==> config.mk <==
export PLATFORM = sky130hd
export DESIGN_NAME = stop_watch_ctrl
export DESIGN_NICKNAME = d
export VERILOG_FILES = /design/src/rtl/stop_watch_ctrl.sv
export SDC_FILE = /design/constraint.sdc
export NUM_CORES = 1
export LEC_CHECK = 0
export CORE_AREA = 2 2 103 85
export DETAILED_ROUTE_END_ITERATION = 8
export DIE_AREA = 0 0 105 87
export PLACE_DENSITY = 0.78
export SLEW_MARGIN = 20
export SYNTH_ARGS = -nofsm -noshare
export SYNTH_HDL_FRONTEND = slang
export SYNTH_SLANG_ARGS = --single-unit
==> constraint.sdc <==
create_clock -name clk -period 2.6 [get_ports clk]
set_input_delay 0.26 -clock clk [delete_from_list [all_inputs] [get_ports clk]]
set_output_delay 0.26 -clock clk [all_outputs]
set_load 0.01 [all_outputs]
==> src/rtl/stop_watch_ctrl.sv <==
// Stopwatch front-panel controller: synchronizes and debounces the start/stop and
// lap/reset buttons, then runs the IDLE/RUN/LAP/STOP machine that drives the counter and display.
module stop_watch_ctrl #(
  parameter int unsigned DEBOUNCE_CYCLES = 2_000_000,
  parameter int unsigned TIME_W          = 23
) (
  input  logic              clk,
  input  logic              sys_rstn,
  input  logic              btn_ss,
  input  logic              btn_lr,
  input  logic [TIME_W-1:0] live_time,
  output logic              cnt_en,
  output logic              clr,
  output logic              disp_hold,
  output logic [TIME_W-1:0] disp_time,
  output logic [1:0]        state
);

  localparam int unsigned CNT_W = $clog2(DEBOUNCE_CYCLES);
  localparam logic [CNT_W-1:0] CNT_MAX = CNT_W'(DEBOUNCE_CYCLES - 1);

  typedef enum logic [1:0] {
    IDLE = 2'd0,
    RUN  = 2'd1,
    LAP  = 2'd2,
    STOP = 2'd3
  } state_t;

  // Bit 0 is the start/stop path, bit 1 the lap/reset path.
  logic [1:0]       sync1;
  logic [1:0]       sync2;
  logic [1:0]       deb;
  logic [1:0]       deb_prev;
  logic [1:0]       press;
  logic [CNT_W-1:0] cnt [2];

  state_t           st;
  logic [TIME_W-1:0] snap;

  always_ff @(posedge clk or negedge sys_rstn) begin
    if (!sys_rstn) begin
      sync1    <= '0;
      sync2    <= '0;
      deb      <= '0;
      deb_prev <= '0;
      press    <= '0;
      for (int unsigned i = 0; i < 2; i++) cnt[i] <= '0;
    end else begin
      sync1    <= {btn_lr, btn_ss};
      sync2    <= sync1;
      deb_prev <= deb;
      press    <= deb & ~deb_prev;
      for (int unsigned i = 0; i < 2; i++) begin
        if (sync2[i] == deb[i]) begin
          cnt[i] <= '0;
        end else if (cnt[i] == CNT_MAX) begin
          deb[i] <= sync2[i];
          cnt[i] <= '0;
        end else begin
          cnt[i] <= cnt[i] + 1'b1;
        end
      end
    end
  end

  // Start/stop is tested first in every state, so a coincident lap press is dropped.
  always_ff @(posedge clk or negedge sys_rstn) begin
    if (!sys_rstn) begin
      st        <= IDLE;
      cnt_en    <= 1'b0;
      disp_hold <= 1'b0;
      clr       <= 1'b0;
      snap      <= '0;
      disp_time <= '0;
    end else begin
      clr       <= 1'b0;
      disp_time <= live_time;
      case (st)
        IDLE: begin
          if (press[0]) begin
            st     <= RUN;
            cnt_en <= 1'b1;
          end else if (press[1]) begin
            clr <= 1'b1;
          end
        end
        RUN: begin
          if (press[0]) begin
            st     <= STOP;
            cnt_en <= 1'b0;
          end else if (press[1]) begin
            st        <= LAP;
            disp_hold <= 1'b1;
            snap      <= live_time;
          end
        end
        LAP: begin
          if (press[0]) begin
            st        <= STOP;
            cnt_en    <= 1'b0;
            disp_hold <= 1'b0;
          end else if (press[1]) begin
            st        <= RUN;
            disp_hold <= 1'b0;
          end else begin
            disp_time <= snap;
          end
        end
        STOP: begin
          if (press[0]) begin
            st     <= RUN;
            cnt_en <= 1'b1;
          end else if (press[1]) begin
            st  <= IDLE;
            clr <= 1'b1;
          end
        end
        default: st <= IDLE;
      endcase
    end
  end

  assign state = st;

endmodule

---- Word-level counts from Yosys, hierarchy flattened ----
Cells that the tools add are included.
word-level totals
  bits of input ports ..................... 27
  word-level logic and storage cells ...... 72
  register bits ........................... 103
cells by class
  eq/ne operators ......................... 15
  reduce and logical (&&, ||, !) cells .... 10
  mux-type cells .......................... 26
  add/sub/neg operators ................... 2
  bitwise logic cells ..................... 5
operator list
  operator                                                                  count
  21-bit two-way mux                                                        4
  23-bit two-way mux                                                        3
  21-bit by 1-bit adder with 21-bit output (second input constant)          2
  21-bit equality test (second input constant)                              2
  2-bit two-way mux                                                         7
  1-bit two-way mux                                                         9
  3-bit inequality test (second input constant)                             3
  2-bit one-hot mux with 4 select lines                                     1
  2-bit AND reduction                                                       4
  4-bit AND reduction                                                       2
  2-bit inequality test (second input constant)                             3
  2-bit equality test (second input constant)                               2
  2-bit by 1-bit inequality test with 1-bit output (second input constant)  2
  1-bit one-hot mux with 2 select lines                                     2
  2-bit OR reduction                                                        2
  1-bit NOT                                                                 3
  2-bit AND                                                                 1
  1-bit equality test                                                       2
  2-bit by 1-bit equality test with 1-bit output (second input constant)    1
  2-bit zero test                                                           1
  2-bit NOT                                                                 1
  2-bit nonzero test                                                        1

---- Longest topological paths before layout ----
Gate-level depths: netlist (run 1).
  depth in word-level cells ............... 4
  gate-level depth with buffers ........... 7

---- Least setup slack after synthesis (run 1) ----
No wires, ideal clock.
  path kind ............................... register -> register
  start point ............................. reg st[0] (netlist: state[0])
  end point ............................... reg disp_time[10]
  cell stages (with the launch flop) ...... 6
  slack ................................... 0.549 ns
  library setup time ...................... 0.125 ns
  arrival ................................. 1.927 ns
  buffers on the path ..................... 1
  required time ........................... 2.475 ns
  cells stage by stage .................... dfrtp_1 inv_1 ha_1 nor3b_1 clkbuf_1 mux2_2
between the ends
  cells in the longest elaborated chain, start to end .. 2
RTL lines
  item                    RTL line  text
  start, declared         37        state_t st;
  start signal, assigned  69        st <= IDLE;
  start signal, assigned  81        st <= RUN;
  start signal, assigned  89        st <= STOP;
  2-bit equality test     78        case (st)
  23-bit two-way mux      78
  end signal, assigned    77        disp_time <= live_time;
  end signal, assigned    106       disp_time <= snap;
  end, declared           15        output logic [TIME_W-1:0] disp_time,
No other way between the ends.
A chain may end at the register's enable or synchronous reset.

---- Final worst setup path (run 1) ----
  start point ............................. reg cnt[21] (netlist name)
  end point ............................... reg cnt[41] (netlist name)
between the ends
  cells in the longest elaborated chain, start to end .. 3
RTL lines
  item                                                                                     RTL line  text
  start, declared                                                                          35        logic [CNT_W-1:0] cnt [2];
  start signal, assigned by index                                                          60        cnt[i] <= cnt[i] + 1'b1;
  21-bit by 1-bit adder with 21-bit output / 21-bit equality test (equally long branches)  60, 56
  21-bit two-way mux (*)                                                                   56        end else if (cnt[i] == CNT_MAX) begin
  21-bit two-way mux (*)                                                                   54        if (sync2[i] == deb[i]) begin
Every way passes the cells marked *; elsewhere a longest branch is shown, timed or not.

==> flow_summary.json, run 1 <==
{
  "cp_num_cells": 5,
  "slew_viol_final": 0,
  "diodes": 0,
  "cap_violations": 0,
  "rsz0062_at_grt": "false",
  "core_um2": 8183,
  "power_uw": 2883,
  "start_kind": "flip-flop",
  "r2r_slack_ns": 0.56,
  "max_slew.worst_pin.slew_ns": 0.4100,
  "routed_wl_mm": 7.712,
  "ys_warn_count": 0,
  "fin_crit_ns": 2.038,
  "first_iter_violations": 54,
  "synth_cells": 366,
  "synthToLayoutAreaGrowth_pct": 20.70,
  "die_y_um": 87,
  "cts_root_buffer": "clkbuf_8",
  "ios": 55,
  "status": "completed",
  "vias": 2928,
  "slew_headroom_pct": 72.66,
  "grt_start_max_net_pins": 81,
  "drt-vias-per-instance": 5.382,
  "required_ns": 2.89,
  "stdcell_area_um2": 5304,
  "post_drt_wl_per_cell_um": 14.18,
  "placed_cells": 527,
  "stdcell_count": 544,
  "synth_edf_count": 0,
  "synth_common_cells": "dfrtp_1 (103), mux2_2 (48), nor2_1 (33)",
  "p_per_area_nw_per_um2": 543.6,
  "crit_type": "flip-flop to flip-flop",
  "ys_types": 36,
  "hold_path_class": "input pin to async pin",
  "synth_flop_cell": "dfrtp_1",
  "cts_resized": 0,
  "syn_area_per_cell_um2": 12.01,
  "io_buffers": 54,
  "hold_viol": 0,
  "critPathTopFamily": "simple AND/OR/NAND/NOR gates",
  "synth_area_um2": 4394,
  "worst_r2r_path_depth": 5,
  "grt_usage_pct": 18.53,
  "ctsHtreeMaxLevel": 3,
  "antenna_found_initial": 0,
  "cp.buffers_inverters": 0,
  "final_core_util_pct": 64.82,
  "drtAntennaViolNets": 0,
  "fmax_ghz": 0.4908,
  "drive_above_1_share_pct": 17.82,
  "cts.clk_slew.worst_paths_ns": 0.10,
  "cpMaxStageDelayCell": "or3_1",
  "cp.arrival_ns": 2.33,
  "rows": 30,
  "cts.sinks": 103,
  "seq_area_frac_synth_pct": 58.66,
  "ir_drop_mv": 0.3885,
  "drc": 0,
  "synth_top_cell_area_share_pct": 58.66,
  "start_util_pct": 53.70,
  "setup_tns_ns": 0,
  "ys_ff_latch": 103,
  "dr.pass1.iters": 4,
  "grt_pass1_vias": 2964,
  "clock_path_buffers": 2,
  "max_stage_delay_ns": 0.49,
  "post-synth-top-count-cell": "dfrtp_1",
  "yosys-top-cells-area": "dfrtp_1 (59%), mux2_2 (12%), xnor2_1 (3.8%)",
  "finalClockSkew_ns": 0.01415,
  "gp_congestion": 0.8087,
  "cts_made_buffers": 9,
  "min_period_over_period_pct": 78.37,
  "path_max_fanout": 5,
  "dp_hpwl_mm": 5.335,
  "synth_fp_nets": 399,
  "final_net_count": 460,
  "worstSetupEndpointType": "flip-flop",
  "die_w_um": 105,
  "p_leak_uw": 0.002153,
  "grt_pass1_wl_mm": 13.31,
  "setup_viol": 0,
  "r2r_end": "cnt[41]$_DFF_PN0_",
  "yosysTopAreaCell": "dfrtp_1",
  "cts_tree": "yes",
  "clk_latency_ns": 0.37,
  "die_area_um2": 9135,
  "grt_overflow": 0,
  "critical_path.cell_chain": "ha_1 -> nand4_1 -> or3_1 -> or4_1 -> a21oi_1",
  "regToRegStartpoint": "cnt[21]$_DFF_PN0_",
  "place_area_um2": 5090,
  "synthArstFlopShare_pct": 100.0
}
## placed cells by master (no fill, tap or decap), types with 8 or more instances in the layout
cell type | Yosys | final
nor4_1 | 8 | 8
a21oi_1 | 14 | 14
nor2_1 | 33 | 33
xor2_1 | 10 | 10
nand3_1 | 16 | 16
mux2_2 | 48 | 48
nand2_1 | 18 | 18
dfrtp_1 | 103 | 103
clkdlybuf4s50_1 | 0 | 53
inv_1 | 11 | 11
or3_1 | 10 | 10
clkbuf_8 | 0 | 9
xnor2_1 | 19 | 19
o21ai_0 | 12 | 11
nand4_1 | 10 | 10
## kinds of logic after synthesis
logic type | count (synthesis) | share of synthesized area [%]
xor+xnor | 29 | 5.780
simple gates | 123 | 15.01
compound gates | 35 | 4.585
buf+inv | 22 | 1.965
flops | 103 | 58.66
mux | 48 | 12.30
fa+ha+maj | 6 | 1.708
## sequential cells by signal, indices dropped and copies added (netlist names)
signal	cells
snap	23
state	2
sync2	2
disp_time	23
cnt_en	1
sync1	2
cnt	42
press	2
disp_hold	1
clr	1
deb	2
deb_prev	2
## through the flow
stage	setup slack, ns	hold slack [ns]
2_1_floorplan	0.5485	-0.03559
3_3_place_gp	0.6954	0.1745
3_5_place_dp	0.5808	0.1785
4_1_cts	0.5581	0.2997
5_1_grt	0.4508	0.3041
6_report	0.5623	0.3279
## worst max path at each step
| stage | end | slack [ns] | startpoint |
|---|---|---|---|
| floorplan | disp_time[10]$_DFF_PN0_ | 0.55 | state[0]$_DFFE_PN0P_ |
| detailed placement | cnt[41]$_DFF_PN0_ | 0.58 | cnt[21]$_DFF_PN0_ |
| CTS | cnt[41]$_DFF_PN0_ | 0.56 | cnt[21]$_DFF_PN0_ |
| finish | cnt[41]$_DFF_PN0_ | 0.56 | cnt[21]$_DFF_PN0_ |
| global route | cnt[20]$_DFF_PN0_ | 0.45 | cnt[0]$_DFF_PN0_ |
| global placement | cnt[39]$_DFF_PN0_ | 0.70 | cnt[21]$_DFF_PN0_ |
## layout make-up
type,instances,area [um2]
fillers,661,2879
flip-flops and latches,103,2577
multi-input cells,241,1735
repair buffers,61,605.6
well taps,112,140.1
clock buffers,10,127.6
clock inverters,6,76.32
inverters,11,41.29
## metal layers
metal	track usage, %	up-vias	part of all wire (%)
met1	23.08	1461	45
met4	7.636	0	1.5
met2	30.40	43	50
li1	-	1415	-
met5	0	-	0
met3	5.909	9	3.5
## power breakdown
group / switching [uW] / total, uW / internal [uW]
sequential: 24.0 / 1670 / 1650
combinational: 83.1 / 189 / 106
clock: 560 / 1020 / 463
## repair_timing
item / in CTS / in global routing
setup buffers: 0 / 0
hold buffers: 1 / 0
hold endpoints to repair: 23 / 0
Power figures use the tool's default switching activity.
==> inputs of run 2 (changes only) <==
Settings changed: CORE_AREA 2 2 103 85 to 2 2 108 89, DIE_AREA 0 0 105 87 to 0 0 110 91, PLACE_DENSITY 0.78 to 0.75.
Clock period 2.6 ns to 1.74 ns, I/O delays scaled along.
==> flow_summary.json, run 2 (synthesis gave the netlist of run 1 again) <==
{
  "hold_viol": 0,
  "drt-vias-per-instance": 5.290,
  "slew_viol_final": 0,
  "intPower_uw": 3384,
  "path_max_fanout": 4,
  "p_leak_uw": 0.002347,
  "drtAntennaViolNets": 0,
  "final_common_cell": "dfrtp_1",
  "grt_overflow": 0,
  "ctsHtreeMaxLevel": 3,
  "violations": "setup timing",
  "top_register": "cnt",
  "io_buffers": 54,
  "cts.sinks": 103,
  "core_um2": 8882,
  "grt_usage_pct": 18.24,
  "fin_crit_ns": 1.753,
  "die_area_um2": 10010,
  "clock_path_buffers": 2,
  "diodes": 0,
  "holdWs_ns": 0.2261,
  "cap_violations": 0,
  "ios": 55,
  "status": "complete, but fails checks",
  "combPwrFrac_pct": 7.1,
  "slew_headroom_pct": 76.38,
  "setup_viol": 2,
  "dr.pass1.iters": 4,
  "grt-busiest-layer": "met2",
  "post_drt_wl_per_cell_um": 14.54,
  "met1_usage_pct": 25.10,
  "cts_root_buffer": "clkbuf_8",
  "placed_cells": 555,
  "dp_hpwl_mm": 5.942,
  "clockPowerShare_pct": 36.5,
  "largest_register_ffs": 42,
  "grt_start_max_net_pins": 51,
  "synthToLayoutAreaGrowth_pct": 29.67,
  "p_sw_share_pct": 23.51,
  "start_util_pct": 49.47,
  "min_period_over_period_pct": 100.8,
  "cts_made_buffers": 9,
  "start_kind": "flip-flop",
  "antenna_found_initial": 0,
  "stdcell_count": 576,
  "rows": 31,
  "max_slew.worst_pin.slew_ns": 0.3510,
  "hold_path_class": "input pin to async pin",
  "finalClockSkew_ns": 0.007682,
  "die_y_um": 91,
  "critical_path.cell_chain": "ha_2 -> nand4_1 -> or3_4 -> or4_1 -> a21oi_1",
  "gr-usage-met3_pct": 4.953,
  "drc": 0,
  "fin_ws_ns": -0.01314,
  "p_sw_uw": 1040,
  "ir_drop_mv": 0.3935,
  "crit_type": "flip-flop to flip-flop",
  "final_net_count": 489,
  "cts.clk_slew.worst_paths_ns": 0.10,
  "gp_congestion": 0.7961,
  "grt_pass1_wl_mm": 14.28,
  "fmax_ghz": 0.5704,
  "fill_cells": 685,
  "required_ns": 2.04,
  "worstSetupEndpointType": "flip-flop",
  "grt_pass1_vias": 3098,
  "max_stage_delay_ns": 0.41,
  "cts_tree": "yes",
  "gr-usage-met2_pct": 28.58,
  "seqPwrFrac_pct": 56.4,
  "routed_wl_mm": 8.373,
  "rsz0062_at_grt": "true",
  "clk_latency_ns": 0.37,
  "largestRegisters": "cnt: 42 flops, disp_time: 23 flops, snap: 23 flops",
  "vias": 3047,
  "layout_common_cells": "dfrtp_1 (100), clkdlybuf4s50_1 (53), mux2_2 (48)",
  "first_iter_violations": 72,
  "cp.arrival_ns": 2.05,
  "die_w_um": 110,
  "cpMaxStageDelayCell": "dfrtp_1",
  "p_per_area_nw_per_um2": 776.3,
  "drive_above_1_share_pct": 27.33
}
==> run 2: final timing paths <==
check / slack (ns) / end / cells past startpoint / startpoint
min in group clk: 0.23 / sync1[0]$_DFF_PN0_ / 1 / btn_ss
max in group asynchronous: 0.94 / cnt[9]$_DFF_PN0_ / 3 / sys_rstn
setup reg to reg: -0.01 / cnt[39]$_DFF_PN0_ / 5 / cnt[22]$_DFF_PN0_
setup / recovery: -0.01 / cnt[39]$_DFF_PN0_ / 5 / cnt[22]$_DFF_PN0_
hold reg to reg: 0.36 / sync2[1]$_DFF_PN0_ / 0 / sync1[1]$_DFF_PN0_
hold / removal: 0.23 / disp_time[2]$_DFF_PN0_ / 2 / sys_rstn
==> run 2: layout make-up <==
cell class | count | area, um2 | area share (%)
Sequential cell | 103 | 2581 | 45.30
Multi-Input combinational cell | 241 | 1834 | 32.19
Timing Repair Buffer | 90 | 873.3 | 15.33
Tap cell | 115 | 143.9 | 2.525
Clock buffer | 10 | 137.6 | 2.415
Clock inverter | 6 | 86.33 | 1.515
Inverter | 11 | 41.29 | 0.7246
==> run 2: power groups by stage <==
| stage | logic [uW] | registers, uW | clock network (uW) |
|---|---|---|---|
| 5_1_grt | 348 | 2500 | 1790 |
| 6_report | 313 | 2500 | 1610 |
| 3_5_place_dp | 309 | 2540 | 0 |
| 4_1_cts | 315 | 2490 | 1670 |
| 3_3_place_gp | 300 | 2540 | 0 |
| 2_1_floorplan | 84.2 | 2550 | 0 |
==> run 2: metrics by stage <==
stage,utilization [%],cell area [um2],setup TNS [ns],worst slack [ns],total power (uW)
2_1_floorplan,-,4443,-0.9733,-0.03350,2637
3_3_place_gp,60.43,5368,-0.008614,-0.008614,2838
3_5_place_dp,60.43,5368,-0.1851,-0.05774,2852
4_1_cts,63.19,5613,-0.04335,-0.02332,4484
5_1_grt,64.15,5698,-0.2035,-0.1197,4639
6_report,64.15,5698,-0.01594,-0.01314,4423
==> run 2: worst max-delay path, delay by kind of cell, from the launching register on <==
| family | cells | cell delay [ns] |
|---|---|---|
| adder cells (fa/ha/maj) | 1 | 0.20 |
| flip-flops | 1 | 0.41 |
| AND/OR/NAND/NOR | 3 | 0.93 |
| AO/OA/AOI/OAI | 1 | 0.14 |
==> run 2: repair_timing <==
item / in CTS / in global routing
pin swaps: 0 / 4
endpoints found under the setup margin: 5 / 25
hold endpoints to repair: 53 / 0
resized for setup: 1 / 17
hold buffers: 1 / 0
setup buffers: 1 / 3
==> run 2: per-layer routing <==
metal	up-vias	wire, um
met5	-	0
met4	0	83
met3	9	423
met2	61	3854
met1	1495	4011
li1	1482	-
